**src/rtl/fetch_pkg.sv**
```systemverilog
// Shared types and widths for the instruction fetch stage.
package fetch_pkg;

  localparam int INST_ADDR_BUS   = 32;
  localparam int INST_DATA_BUS   = 32;
  localparam int FETCH_STATE_BUS = 2;
  localparam logic [INST_DATA_BUS-1:0] ZERO_WORD = '0;

  typedef enum logic [FETCH_STATE_BUS-1:0] {
    FETCH_BOOT  = 2'd0,
    FETCH_RUN   = 2'd1,
    FETCH_FLUSH = 2'd2
  } fetch_state_e;

  typedef struct packed {
    logic [INST_ADDR_BUS-1:0] pc;
    logic [INST_DATA_BUS-1:0] word;
  } fetch_entry_t;

endpackage

```
**src/rtl/fetch_queue.sv**
```systemverilog
// Prefetch FIFO of {pc, word}; DEPTH must be a power of two so the pointers wrap naturally.
module fetch_queue
  import fetch_pkg::*;
#(
  parameter int DEPTH = 2,
  localparam int AW = $clog2(DEPTH),
  localparam int CW = $clog2(DEPTH + 1)
) (
  input  logic          clock,
  input  logic          reset,
  input  logic          clear,
  input  logic          push,
  input  fetch_entry_t  push_data,
  input  logic          pop,
  output fetch_entry_t  head,
  output logic [CW-1:0] count,
  output logic          empty,
  output logic          full
);

  fetch_entry_t mem [DEPTH];
  logic [AW-1:0] rd_ptr, wr_ptr;

  always_ff @(posedge clock) begin
    if (reset || clear) begin
      rd_ptr <= '0;
      wr_ptr <= '0;
      count  <= '0;
    end else begin
      if (push) wr_ptr <= wr_ptr + 1'b1;
      if (pop)  rd_ptr <= rd_ptr + 1'b1;
      count <= count + CW'(push) - CW'(pop);
    end
  end

  // Storage is not reset; the top masks the head while the queue is empty.
  always_ff @(posedge clock) begin
    if (push && !clear) mem[wr_ptr] <= push_data;
  end

  assign head  = mem[rd_ptr];
  assign empty = (count == '0);
  assign full  = (count == CW'(DEPTH));

endmodule

```
**src/rtl/fetch.sv**
```systemverilog
// Instruction fetch: owns the fetch PC, issues credit-limited imem requests, buffers responses.
// FETCH_BYPASS_EN: a response arriving at an empty queue is presented in the same cycle.
module fetch
  import fetch_pkg::*;
#(
  parameter int                       DEPTH    = 2,
  parameter logic [INST_ADDR_BUS-1:0] RESET_PC = 32'h0000_0000
) (
  input  logic                     clock,
  input  logic                     reset,
  input  logic                     stall,
  input  logic                     redirect_enable,
  input  logic [INST_ADDR_BUS-1:0] redirect_addr,
  output logic                     imem_request,
  output logic [INST_ADDR_BUS-1:0] imem_addr,
  input  logic                     imem_ready,
  input  logic                     imem_valid,
  input  logic [INST_DATA_BUS-1:0] imem_data,
  output logic [INST_ADDR_BUS-1:0] program_counter,
  output logic [INST_DATA_BUS-1:0] instruction,
  output logic                     inst_valid
);

  localparam int CW = $clog2(DEPTH + 1);

  fetch_state_e             state, state_next;
  logic [INST_ADDR_BUS-1:0] fetch_pc, resp_pc, target;
  logic [CW-1:0]            outstanding, discard, discard_next, count;
  logic [CW:0]              credit_used;
  fetch_entry_t             head, push_data;
  logic                     empty, full;
  logic                     q_pop, q_push, accept, keep, bypass;

  assign target = {redirect_addr[INST_ADDR_BUS-1:2], 2'b00};
  assign q_pop  = !empty && !stall && !redirect_enable;

  // The slot freed by this cycle's pop counts as free, which keeps one
  // instruction per cycle flowing with single-cycle memory and DEPTH = 2.
  assign credit_used = (CW+1)'(count) + (CW+1)'(outstanding) - (CW+1)'(q_pop);

  always_comb begin
    imem_request = (state != FETCH_BOOT) && !redirect_enable &&
                   (credit_used < (CW+1)'(DEPTH));
  end

  assign accept = imem_request && imem_ready;
  assign keep   = imem_valid && !redirect_enable && (discard == '0);

`ifdef FETCH_BYPASS_EN
  assign bypass = keep && empty;
`else
  assign bypass = 1'b0;
`endif

  // A bypassed word is consumed directly unless decode is stalled.
  assign q_push         = keep && !(bypass && !stall) && !full;
  assign push_data.pc   = resp_pc;
  assign push_data.word = imem_data;

  fetch_queue #(.DEPTH(DEPTH)) u_queue (
    .clock     (clock),
    .reset     (reset),
    .clear     (redirect_enable),
    .push      (q_push),
    .push_data (push_data),
    .pop       (q_pop),
    .head      (head),
    .count     (count),
    .empty     (empty),
    .full      (full)
  );

  // Every request still in flight at a redirect (minus one landing now) is stale.
  always_comb begin
    discard_next = discard;
    if (redirect_enable)
      discard_next = outstanding - CW'(imem_valid);
    else if (imem_valid && (discard != '0))
      discard_next = discard - 1'b1;
  end

  always_comb begin
    state_next = state;
    case (state)
      FETCH_BOOT:  state_next = FETCH_RUN;
      FETCH_RUN:   if (discard_next != '0) state_next = FETCH_FLUSH;
      FETCH_FLUSH: if (discard_next == '0) state_next = FETCH_RUN;
      default:     state_next = FETCH_BOOT;
    endcase
  end

  always_ff @(posedge clock) begin
    if (reset) begin
      state       <= FETCH_BOOT;
      fetch_pc    <= RESET_PC;
      resp_pc     <= RESET_PC;
      outstanding <= '0;
      discard     <= '0;
    end else begin
      state       <= state_next;
      discard     <= discard_next;
      outstanding <= outstanding + CW'(accept) - CW'(imem_valid);
      if (redirect_enable) begin
        fetch_pc <= target;
        resp_pc  <= target;
      end else begin
        if (accept) fetch_pc <= fetch_pc + 32'd4;
        if (keep)   resp_pc  <= resp_pc + 32'd4;
      end
    end
  end

  assign imem_addr = fetch_pc;

  always_comb begin
    inst_valid      = !empty;
    program_counter = empty ? ZERO_WORD : head.pc;
    instruction     = empty ? ZERO_WORD : head.word;
    if (bypass) begin
      inst_valid      = 1'b1;
      program_counter = resp_pc;
      instruction     = imem_data;
    end
  end

endmodule

```
**config.mk**
```make
export PLATFORM = sky130hd
export DESIGN_NAME = fetch
export DESIGN_NICKNAME = d
export VERILOG_FILES = /design/src/rtl/fetch_pkg.sv /design/src/rtl/fetch_queue.sv /design/src/rtl/fetch.sv
export SDC_FILE = /design/constraint.sdc
export NUM_CORES = 1
export LEC_CHECK = 0
export CORE_MARGIN = 4
export CORE_UTILIZATION = 50
export CTS_BUF_LIST = sky130_fd_sc_hd__clkbuf_8
export CTS_CLUSTER_SIZE = 12
export DETAILED_ROUTE_END_ITERATION = 8
export HOLD_SLACK_MARGIN = 0.05
export PLACE_DENSITY = 0.88
export SETUP_SLACK_MARGIN = 0.15
export SYNTH_ARGS = -nofsm -noshare
export SYNTH_HDL_FRONTEND = slang
export SYNTH_SLANG_ARGS = --single-unit
```
**constraint.sdc**
```tcl
create_clock -name clock -period 9.95 [get_ports clock]
set_clock_uncertainty 0.1 [all_clocks]
set_input_delay 1.99 -clock clock [delete_from_list [all_inputs] [get_ports clock]]
set_output_delay 1.99 -clock clock [all_outputs]
set_load 0.02 [all_outputs]
```
# [Word level (Yosys, flattened, before mapping)]
# Memories as Yosys holds them, arrays and structs flattened. A register that Yosys moved wholly into a read port is not among the register bits.
# Cells that the tools add are included.
[op_classes] n_eq_ne=5 n_mux=15 order_cmp=1 reduce_logical=26 addsub=12
[ops] operator="2-to-1 mux 32 bit" count=6
[ops] operator="adder 32 x 3 -> 32 bit (second input constant)" count=2
[ops] operator="logical AND 1 bit" count=10
[ops] operator="nonzero test 2 bit" count=5
[ops] operator="logical NOT 2 bit" count=4
[ops] operator="2-to-1 mux 2 bit" count=4
[ops] operator="one-hot mux 2 bit (3 select lines)" count=1
[ops] operator="subtractor 2 x 1 -> 2 bit" count=3
[ops] operator="adder 2 x 1 -> 2 bit" count=2
[ops] operator="equality test 2 bit (second input constant)" count=2
[ops] operator="logical NOT 1 bit" count=4
[ops] operator="2-to-1 mux 1 bit" count=4
[ops] operator="!= test 2 bit (second input constant)" count=2
[ops] operator="adder 2 x 2 -> 3 bit" count=1
[ops] operator="< comparator 3 x 2 -> 1 bit (second input constant)" count=1
[ops] operator="subtractor 3 x 1 -> 3 bit" count=1
[ops] operator="adder 1 bit (second input constant)" count=2
[ops] operator="equality test 2 x 1 -> 1 bit (second input constant)" count=1
[ops] operator="AND reduction 2 bit" count=1
[ops] operator="OR reduction 2 bit" count=1
[ops] operator="subtractor 2 x 1 -> 2 bit (second input constant)" count=1
[ops] operator="logical OR 1 bit" count=1
[totals] ram_bits=128 wordCells=70 regBits=74 inputBits=70 mem_count=1
[mem_list] memory="u_queue.mem" depth=2 word_bits=64 read_ports=1 rd_clocked_by_memory_dff=1 write_ports=1 line="fetch_queue.sv:21" text="fetch_entry_t mem [DEPTH];"

# [Depth between registers and ports, before layout]
# Gate-level depths: netlist (run 1).
[logic_depth] word_depth=10 mapped_depth=15

# [Cells and area by module]
# Synthesis (run 1) repeated with hierarchy kept, for this count alone.
[hier_totals] cells_unflattened=751 hier_area_um2=9287.7
[by_module_without_submodules] module="fetch_queue" seq_area_each_um2=3943.8 area_per_inst_um2=5143.7 instances=1 cells_per_inst=220
[by_module_without_submodules] module="fetch" seq_area_each_um2=1321.3 area_per_inst_um2=4144.0 instances=1 cells_per_inst=531

# [Worst setup path after synthesis (run 1)]
# OpenSTA, ideal clock, no wires.
[synth_path] path_kind="input to register" from="input port redirect_enable" to="memory u_queue.mem[0][0] (netlist bit) (enable)" path_buffers=3 setup_ps=635 required_ps=9215 slack_ps=679 arrival_time_ps=8535 stages=4 path_cell_list="buf_2 -> clkbuf_1 -> buf_1 -> nor4_1"
[synth_via] elab_chain_len=7
[synth_lines] item="start, declared" line="fetch.sv:12" text="input logic redirect_enable,"
[synth_lines] item="logical NOT 1 bit (*)" line="fetch_queue.sv:38, fetch.sv:47"
[synth_lines] item="logical AND 1 bit (2 in a row)" line="fetch.sv:47" text="assign keep = imem_valid && !redirect_enable && (discard == '0);"
[synth_lines] item="logical AND 1 bit" line="fetch.sv:56" text="assign q_push = keep && !(bypass && !stall) && !full;"
[synth_lines] item="logical AND 1 bit (*)" line="fetch_queue.sv:38" text="if (push && !clear) mem[wr_ptr] <= push_data;"
[synth_lines] item="2-to-1 mux 1 bit (*)" line="fetch_queue.sv:38"
[synth_lines] item="2-to-1 mux 1 bit (implied by the code) (*)" line="fetch_queue.sv:38"
[synth_lines] item="end, declared" line="fetch_queue.sv:21"
# Mark *: on every way between the ends. The rest lies on a longest branch, timed or not.

# [Final worst setup path (run 1)]
[layout_path] from="input port redirect_enable" to="output port imem_request"
[layout_via] elab_chain_len=5 elab_cells_between_ends=6 classes_between="add/sub (1); order compare (1); reduce/logical (4)"
[layout_lines] item="logical NOT 1 bit" line="fetch.sv:35" text="assign q_pop = !empty && !stall && !redirect_enable;"
[layout_lines] item="logical AND 1 bit" line="fetch.sv:35"
[layout_lines] item="named net q_pop" line="fetch.sv:32" text="logic q_pop, q_push, accept, keep, bypass;"
[layout_lines] item="subtractor 3 x 1 -> 3 bit" line="fetch.sv:39" text="assign credit_used = (CW+1)'(count) + (CW+1)'(outstanding) - (CW+1)'(q_pop);"
[layout_lines] item="< comparator 3 x 2 -> 1 bit" line="fetch.sv:43" text="(credit_used < (CW+1)'(DEPTH));"
[layout_lines] item="logical AND 1 bit" line="fetch.sv:42" text="imem_request = (state != FETCH_BOOT) && !redirect_enable &&"
[layout_lines] item="end, declared" line="fetch.sv:14" text="output logic imem_request,"
# The timed path passes the listed nets, and every way through them passes these cells.

==> flow_summary_export.csv, run 1 <==
group,metric,value,unit
synthesis,async_reset_ff_share,0,%
worst_setup_path,r2r_start,"u_queue.count[0]",
layout,layout_common_cells,"161 x clkdlybuf4s50_1, 124 x edfxtp_1, 83 x nor2_1, 70 x dfxtp_1, 65 x mux2i_1",
worst_setup_path,cp_top_family,"buffers and inverters",
worst_setup_path,required,7.86,ns
synthesis,ys_warn_count,0,
floorplanning,die_h,138,µm
floorplanning,die_w,138,µm
timing,max_clock_freq,139,MHz
routing,wl_per_cell,16.5,µm
timing,worst_slack,2.75,ns
worst_setup_path,cp.arrival,5.11,ns
worst_setup_path,worstSetupEndpointType,"output port",
timing,period_minus_slack,7.20,ns
worst_setup_path,worstPathCellList,"clkdlybuf4s50_1, buf_4, nor3_1, ha_1, inv_1, nand2_1, fa_1, nor2b_1, and3_1, clkdlybuf4s50_1",
placement,dp_slack,2.77,ns
power,p_leak,3.56,nW
timing,setup_viol,0,
routing,postRouteAntennaNets,0,
synthesis,synth_compound_area_share,7.73,%
timing,report.final.slew_viol_count,0,
grt,grt_pass1_wl,28400,µm
routing,post-route-drc-count,0,
clock_network,h-tree-depth,4,
power,pwr-share-seq,56.9,%
timing,slew_headroom,27.9,%
timing,rsz0062_at_grt,"false",
power,power_frac_comb,13.8,%
routing,drtIter0Drc,410,
power,power,1.67,mW
worst_setup_path,critPathMaxStageDelay,0.63,ns
timing,hold_viol_final,0,
synthesis,synth_top_family_by_area,"simple AND/OR/NAND/NOR gates",
floorplanning,initial_core_util,51.1,%
synthesis,synth_top_flop_cell,"edfxtp_1",
routing,vias_per_cell,5.39,
clock_network,numCtsBuffers,17,
routing,firstDrtPassIters,5,
layout,finalNonFillerCells,1090,
power,p_sw_share,24.7,%
clock_network,cts.sinks,195,
worst_setup_path,crit_type,"in2out",
worst_setup_path,cp_slowest_cell,"clkdlybuf4s50_1",
floorplanning,core_region_area,16600,µm²
placement,placedCellCount,1060,
power,irDropWorstVdd,0.0805,mV
power,clkPwrFrac,29.3,%
placement,portBuffers,161,
run,maxCapViolations,0,
routing,routed_wl,18000,µm
timing,holdWs,0.410,ns
synthesis,synthAdderAreaFrac,1.57,%
power,power_density,157,nW/µm²
synthesis,synth_cells,711,
synthesis,synthXorXnorAreaFrac,5.79,%
placement,place.gp.congestion,0.845,
floorplanning,io-pin-count,168,
worst_setup_path,crit_fanout,44,
clock_network,ctsHoldBuffers,0,
timing,finalCritPeriodShare,72.4,%
clock_network,postCtsSetupBuffers,0,
clock_network,cts.clk_slew.worst_paths,0.09,ns
layout,nFillCells,1306,
clock_network,clockRootBuffer,"clkbuf_8",
grt,grt_usage,18.5,%
synthesis,ys_seq_area_share,60.7,%
placement,hpwl,12000,µm
worst_setup_path,worst_path_most_repeated_cell,"clkdlybuf4s50_1",
worst_setup_path,path_buf_inv,4,
timing,worst_pin_slew,1.08,ns
clock_network,cts_resized,0,
synthesis,yosys.area_share.simple,12.8,%
clock_network,clk-insertion-delay-late,0.46,ns
layout,diodes,0,
grt,grt_max_degree,65,
grt,overflow,0,
routing,num_vias,5874,
clock_network,cts_tree,"done",
floorplanning,rows,47,
synthesis,synth_area,8470,µm²
synthesis,ys_types,49,
timing,tns,0,ns
layout,nNetsFinal,939,
synthesis,avgSynthCellArea,11.9,µm²
grt,antenna_found_initial,0,
clock_network,max-clock-path-buffers,2,
worst_setup_path,start_kind,"primary input",
worst_setup_path,critical_path.startpoint,"redirect_enable",
min_path,min-delay-start,"resp_pc[20]",
power,internal_power,1.25,mW
layout,layout-drive-gt1-share,5.40,%
run_status,status,"complete, no violations",
synthesis,synth_edf_count,124,
min_path,hold_class,"reg2reg",
layout,layout_commonest_cell,"clkdlybuf4s50_1",
synthesis,synth-seq-cells,195,
power,p_sw,0.411,mW
floorplanning,die_area,19100,µm²
synthesis,muxShareOfSynthArea,7.82,%
grt,grt_pass1_vias,5652,
layout,syn_to_final_growth,25.5,%
Yosys cell counts, types with 11 or more instances:
library cell / instances / share of area, %
edfxtp_1: 124 / 44
nor2_1: 84 / 3.7
dfxtp_1: 71 / 17
mux2i_1: 65 / 7.7
xor2_1: 36 / 3.7
a21boi_0: 35 / 3.1
a21oi_1: 30 / 1.8
inv_1: 29 / 1.3
clkbuf_1: 27 / 1.2
nand4_1: 25 / 1.8
nand2_1: 22 / 0.98
xnor2_1: 20 / 2.1
nand3_1: 18 / 1.1
nor3_1: 14 / 0.83
and3_1: 11 / 0.81
per-layer routing:
metal / global-route usage (%) / share of wire (%) / vias up
li1: - / - / 2847
met1: 25.2 / 46 / 2786
met2: 29.7 / 47 / 218
met3: 4.42 / 6.0 / 23
met4: 5.51 / 1.6 / 0
met5: 0 / 0 / -
flip-flops by register name, summed over array words and instances (netlist names), named ones only:
signal	flops
u_queue.count	2
imem_addr	30
u_queue.rd_ptr	1
state	2
resp_pc	30
u_queue.mem	124
discard	2
u_queue.wr_ptr	1
outstanding	2
final cells by class:
cell class	instances	area (µm²)	area share, %
Timing Repair Buffer	168	1660	15.7
Tap cell	220	275	2.59
Clock inverter	11	114	1.07
Clock buffer	19	262	2.46
Multi-Input combinational cell	447	3050	28.7
Sequential cell	195	5150	48.4
Inverter	30	113	1.06
power by group through the flow:
stage               clock network, mW  logic [mW]  registers [mW]
floorplan                           0       0.124           0.971
global placement                    0       0.224           0.964
detailed placement                  0       0.230           0.966
CTS                             0.498       0.232           0.948
global route                    0.531       0.251           0.955
finish                          0.488       0.230           0.949
per-stage QoR:
step                area [µm²]  util (%)
global placement         10300      61.8
detailed placement       10300      61.8
floorplan                 8480         -
CTS                      10600      64.1
finish                   10600      64.1
global route             10600      64.1
worst paths after layout:
check | endpoint | slack [ns] | depth (start not counted)
worst min register to register | u_queue.mem[1][52] | 0.41 | 0
worst max register to register | imem_addr[26] | 6.07 | 12
worst min-delay path | u_queue.mem[1][52] | 0.41 | 0
worst max-delay path | imem_request | 2.75 | 10
cell families (layout without fill, tap and decap cells):
family	Yosys count	in the layout
compound gates	97	97
simple gates	214	214
mux	66	66
buf+inv	72	228
xor+xnor	56	56
flops	195	195
other cells	1	4
fa+ha+maj	10	10
Power figures use the tool's default switching activity.
==> run 2, diff against run 1 <==
Clock period 9.95 ns to 6.9 ns, I/O delays scaled along.
==> run 2 against run 1 <==
Cell count grew 0.18%. Critical path type unchanged. Combinational power grew 44%. Via count shrank 0.32%. Final area grew 0.57%. Routed wire length grew 1.5%. Hold slack gained 0.0069 ns. Die area is the same. Sequential power grew 44%. Register-to-register slack lost 3.0 ns. Clock power grew 57%. Sequential share of layout area shrank 0.27 points. Largest cell class unchanged.
==> flow_summary_export.csv, run 2 (same netlist as run 1, synthesis figures left out) <==
group,metric,value,unit
timing,max_clock_freq,177,MHz
layout,diodes,0,
grt,grt_pass1_vias,5667,
layout,syn_to_final_growth,26.2,%
worst_setup_path,worst_path_most_repeated_cell,"clkdlybuf4s50_1",
clock_network,numCtsBuffers,17,
power,power,2.47,mW
timing,worst_pin_slew,1.08,ns
grt,overflow,0,
worst_setup_path,cp.arrival,4.16,ns
timing,rsz0062_at_grt,"false",
clock_network,h-tree-depth,4,
grt,grt_max_degree,65,
min_path,hold_class,"reg2reg",
timing,finalCritPeriodShare,81.7,%
worst_setup_path,worstPathCellList,"clkdlybuf4s50_1, nor3_1, ha_1, inv_1, nand2_1, fa_1, nor2b_1, and3_1, clkdlybuf4s50_1",
layout,largest_register,"u_queue.mem",
grt,antenna_found_initial,0,
routing,post-route-drc-count,0,
timing,period_minus_slack,5.64,ns
grt,grt_usage,18.7,%
floorplanning,rows,47,
layout,largest_reg_flops,124,
layout,layout-drive-gt1-share,5.73,%
routing,routed_wl,18200,µm
timing,tns,0,ns
clock_network,cts_resized,0,
layout,layout_common_cells,"161 x clkdlybuf4s50_1, 124 x edfxtp_1, 83 x nor2_1, 70 x dfxtp_1, 65 x mux2i_1",
power,power_density,231,nW/µm²
routing,drtIter0Drc,392,
clock_network,max-clock-path-buffers,2,
clock_network,clockRootBuffer,"clkbuf_8",
timing,slew_headroom,27.8,%
worst_setup_path,crit_fanout,4,
routing,wl_per_cell,16.7,µm
grt,grt_pass1_wl,28900,µm
routing,vias_per_cell,5.36,
timing,setup_viol,0,
clock_network,cts_tree,"done",
placement,place.gp.congestion,0.835,
placement,hpwl,12400,µm
power,p_leak,3.58,nW
power,irDropWorstVdd,0.117,mV
worst_setup_path,cp_slowest_cell,"clkdlybuf4s50_1",
worst_setup_path,worstSetupEndpointType,"output port",
floorplanning,core_region_area,16600,µm²
routing,num_vias,5855,
clock_network,cts.clk_slew.worst_paths,0.09,ns
floorplanning,io-pin-count,168,
layout,nNetsFinal,939,
layout,layout_commonest_cell,"clkdlybuf4s50_1",
clock_network,clk-insertion-delay-late,0.46,ns
clock_network,postCtsSetupBuffers,0,
worst_setup_path,crit_type,"in2out",
run,maxCapViolations,0,
worst_setup_path,start_kind,"primary input",
worst_setup_path,required,5.42,ns
floorplanning,initial_core_util,51.1,%
placement,portBuffers,161,
timing,report.final.slew_viol_count,0,
clock_network,ctsHoldBuffers,0,
timing,hold_viol_final,0,
routing,postRouteAntennaNets,0,
floorplanning,die_area,19100,µm²
layout,nFillCells,1277,
run_status,status,"complete, no violations",
worst_setup_path,critPathMaxStageDelay,0.63,ns
floorplanning,die_h,138,µm
routing,firstDrtPassIters,5,
floorplanning,die_w,138,µm
clock_network,cts.sinks,195,
-- run 2: cell types whose count changed in the layout (fill, tap and decap cells not counted), sizes merged --
cell | previous run | this run
bufinv | 2 | 3
inv | 35 | 36
clkinv | 4 | 3
clkbuf | 19 | 20
-- run 2: final cells by class --
cell class | count | area (µm²) | area share (%)
Sequential cell | 195 | 5150 | 48.2
Multi-Input combinational cell | 447 | 3060 | 28.6
Timing Repair Buffer | 168 | 1660 | 15.6
Clock buffer | 20 | 275 | 2.58
Tap cell | 220 | 275 | 2.58
Clock inverter | 12 | 151 | 1.42
Inverter | 30 | 113 | 1.05
-- run 2: layer usage --
metal / vias to the layer above / part of all wire [%] / global-route usage (%)
li1: 2845 / - / -
met1: 2755 / 45 / 25.7
met2: 232 / 46 / 29.4
met3: 23 / 6.9 / 4.35
met4: 0 / 1.8 / 6.71
met5: - / 0 / 0
-- run 2: worst paths after layout --
path | startpoint | endpoint | slack, ns | depth (start not counted)
setup / recovery | redirect_enable | imem_request | 1.26 | 9
hold / removal | resp_pc[24] | u_queue.mem[1][56] | 0.42 | 0
setup reg to reg | u_queue.count[0] | imem_addr[26] | 3.08 | 12
hold reg to reg | resp_pc[24] | u_queue.mem[1][56] | 0.42 | 0
-- run 2: critical path, delay by kind of cell --
kind | cells | cell delay [ns]
fa+ha+maj | 2 | 0.77
simple gates | 4 | 0.88
buf+inv | 3 | 1.13
-- run 2: through the flow --
stage          std cells  util [%]  hold slack [ns]  setup WS [ns]  area (µm²)
2_1_floorplan        714         -            0.345          0.872        8490
3_3_place_gp        1060      61.9            0.382           1.28       10300
3_5_place_dp        1060      61.9            0.397           1.28       10300
4_1_cts             1092      64.5            0.415           1.26       10700
5_1_grt             1092      64.5            0.428           1.11       10700
6_report            1092      64.5            0.417           1.26       10700
-- run 2: report_power, final --
part / leakage [nW] / switching [mW] / internal, mW
logic: 1.62 / 0.174 / 0.158
clock network: 0.229 / 0.376 / 0.390
registers: 1.73 / 0.0524 / 1.32
==> run 3, diff against run 2 <==
Clock period 6.9 ns to 5.6 ns, I/O delays scaled along.
==> run 3 against run 2 <==
Clock power is 19% higher. Routed wire length fell by 1.4%. Cell count up 0.27%. Critical path depth stayed put. Final area hardly changed. Via count increased by 0.61%. Critical endpoint unchanged. Largest power group unchanged.
==> flow_summary_export.csv, run 3 (same netlist as run 1, synthesis figures left out) <==
group,metric,value,unit
worst_setup_path,crit_fanout,4,
layout,seq_area,5150,µm²
worst_setup_path,worstPathCellList,"clkdlybuf4s50_1, nor3_1, ha_1, inv_1, nand2_1, fa_1, nor2b_1, and3_1, clkdlybuf4s50_1",
clock_network,cts.clk_slew.worst_paths,0.09,ns
worst_setup_path,path_buf_inv,3,
layout,multi_input_area,3060,µm²
placement,place.gp.congestion,0.825,
worst_setup_path,cp_slowest_cell,"clkdlybuf4s50_1",
clock_network,ctsHoldBuffers,0,
clock_network,max-clock-path-buffers,2,
worst_setup_path,critPathMaxStageDelay,0.62,ns
timing,setup_viol,0,
floorplanning,initial_core_util,51.1,%
clock_network,cts_resized,0,
clock_network,clk-insertion-delay-late,0.45,ns
grt,grt_pass1_wl,29100,µm
layout,nFillCells,1264,
placement,hpwl,12300,µm
floorplanning,die_h,138,µm
layout,nNetsFinal,942,
routing,drtIter0Drc,419,
grt,grt_pass1_vias,5718,
grt,antenna_found_initial,0,
worst_setup_path,cp_top_family,"buffers and inverters",
worst_setup_path,crit_type,"in2out",
run,maxCapViolations,0,
worst_setup_path,required,4.38,ns
power,power_frac_comb,13.6,%
timing,finalCritPeriodShare,90.6,%
routing,vias_per_cell,5.38,
grt,overflow,0,
clock_network,cts.sinks,195,
power,power_density,281,nW/µm²
layout,layout_common_cells,"161 x clkdlybuf4s50_1, 124 x edfxtp_1, 83 x nor2_1, 70 x dfxtp_1, 65 x mux2i_1",
grt,grt_max_degree,64,
floorplanning,die_w,138,µm
power,clkPwrFrac,30.2,%
power,internal_power,2.26,mW
routing,wl_per_cell,16.4,µm
layout,layout_commonest_cell,"clkdlybuf4s50_1",
timing,max_clock_freq,197,MHz
placement,portBuffers,161,
floorplanning,die_area,19100,µm²
min_path,hold_class,"reg2reg",
run_status,status,"complete, no violations",
layout,layout-drive-gt1-share,5.71,%
routing,routed_wl,18000,µm
timing,hold_viol_final,0,
clock_network,numCtsBuffers,17,
routing,firstDrtPassIters,5,
floorplanning,rows,47,
clock_network,postCtsSetupBuffers,0,
timing,rsz0062_at_grt,"false",
worst_setup_path,cp.arrival,3.85,ns
worst_setup_path,worst_path_most_repeated_cell,"clkdlybuf4s50_1",
floorplanning,io-pin-count,168,
routing,num_vias,5891,
floorplanning,core_region_area,16600,µm²
grt,grt_usage,18.7,%
timing,report.final.slew_viol_count,0,
clock_network,h-tree-depth,4,
timing,slew_headroom,43.5,%
timing,worst_pin_slew,0.845,ns
layout,diodes,0,
worst_setup_path,start_kind,"primary input",
power,p_sw,0.746,mW
worst_setup_path,worstSetupEndpointType,"output port",
clock_network,cts_tree,"done",
power,p_leak,3.58,nW
timing,period_minus_slack,5.07,ns
power,pwr-share-seq,56.1,%
layout,syn_to_final_growth,26.3,%
clock_network,clockRootBuffer,"clkbuf_8",
layout,largest_reg_flops,124,
power,p_sw_share,24.8,%
timing,holdWs,0.409,ns
layout,largest_register,"u_queue.mem",
power,irDropWorstVdd,0.151,mV
timing,tns,0,ns
routing,post-route-drc-count,0,
routing,postRouteAntennaNets,0,
## run 3: final cells by class
| cell class | count | share of cell area [%] |
|---|---|---|
| multi-input combinational | 447 | 28.6 |
| tap | 220 | 2.57 |
| clock inverter | 15 | 1.53 |
| inverter | 30 | 1.05 |
| timing repair buffer | 171 | 15.9 |
| clock buffer | 17 | 2.19 |
| sequential | 195 | 48.1 |
## run 3: path summary, 6_finish.rpt
check                                 startpoint  slack (ns)  cells past startpoint                  to
worst min register to register       resp_pc[31]        0.41                      0  u_queue.mem[0][63]
worst min-delay path                 resp_pc[31]        0.41                      0  u_queue.mem[0][63]
worst max-delay path             redirect_enable        0.53                      9        imem_request
worst max register to register  u_queue.count[0]        2.16                     11       imem_addr[21]
## run 3: routing by layer
metal  up-vias  GRT usage, %  wire length [µm]
met5         -             0                 0
met4         0          5.20               210
met3        20          4.39              1120
met2       250          29.7              8300
met1      2767          26.0              8360
li1       2854             -                 -
## run 3: worst reg2reg max path, delay by kind of cell, from the launching register on
family                     cells  cell delay, ns
and+or+nand+nor                7            1.76
adders and majority gates      2            0.79
DFF                            1            0.41
AOI/OAI and AO/OA              1            0.19
buffers and inverters          1            0.08
## run 3: power groups by stage
stage	sequential (mW)	clock, mW	combinational, mW
after floorplan	1.72	0	0.223
after global placement	1.71	0	0.402
after detailed placement	1.72	0	0.410
after CTS	1.68	0.938	0.413
after global routing	1.70	0.999	0.450
final	1.69	0.908	0.409
## run 3: through the flow
step	util [%]	cells	setup WS (ns)	total power [mW]	cell area, µm²
after floorplan	-	714	1.28	1.94	8500
after global placement	62.1	1063	0.519	2.11	10300
after detailed placement	62.1	1063	0.513	2.13	10300
after CTS	64.5	1095	0.494	3.04	10700
after global routing	64.5	1095	0.331	3.15	10700
final	64.5	1095	0.526	3.00	10700
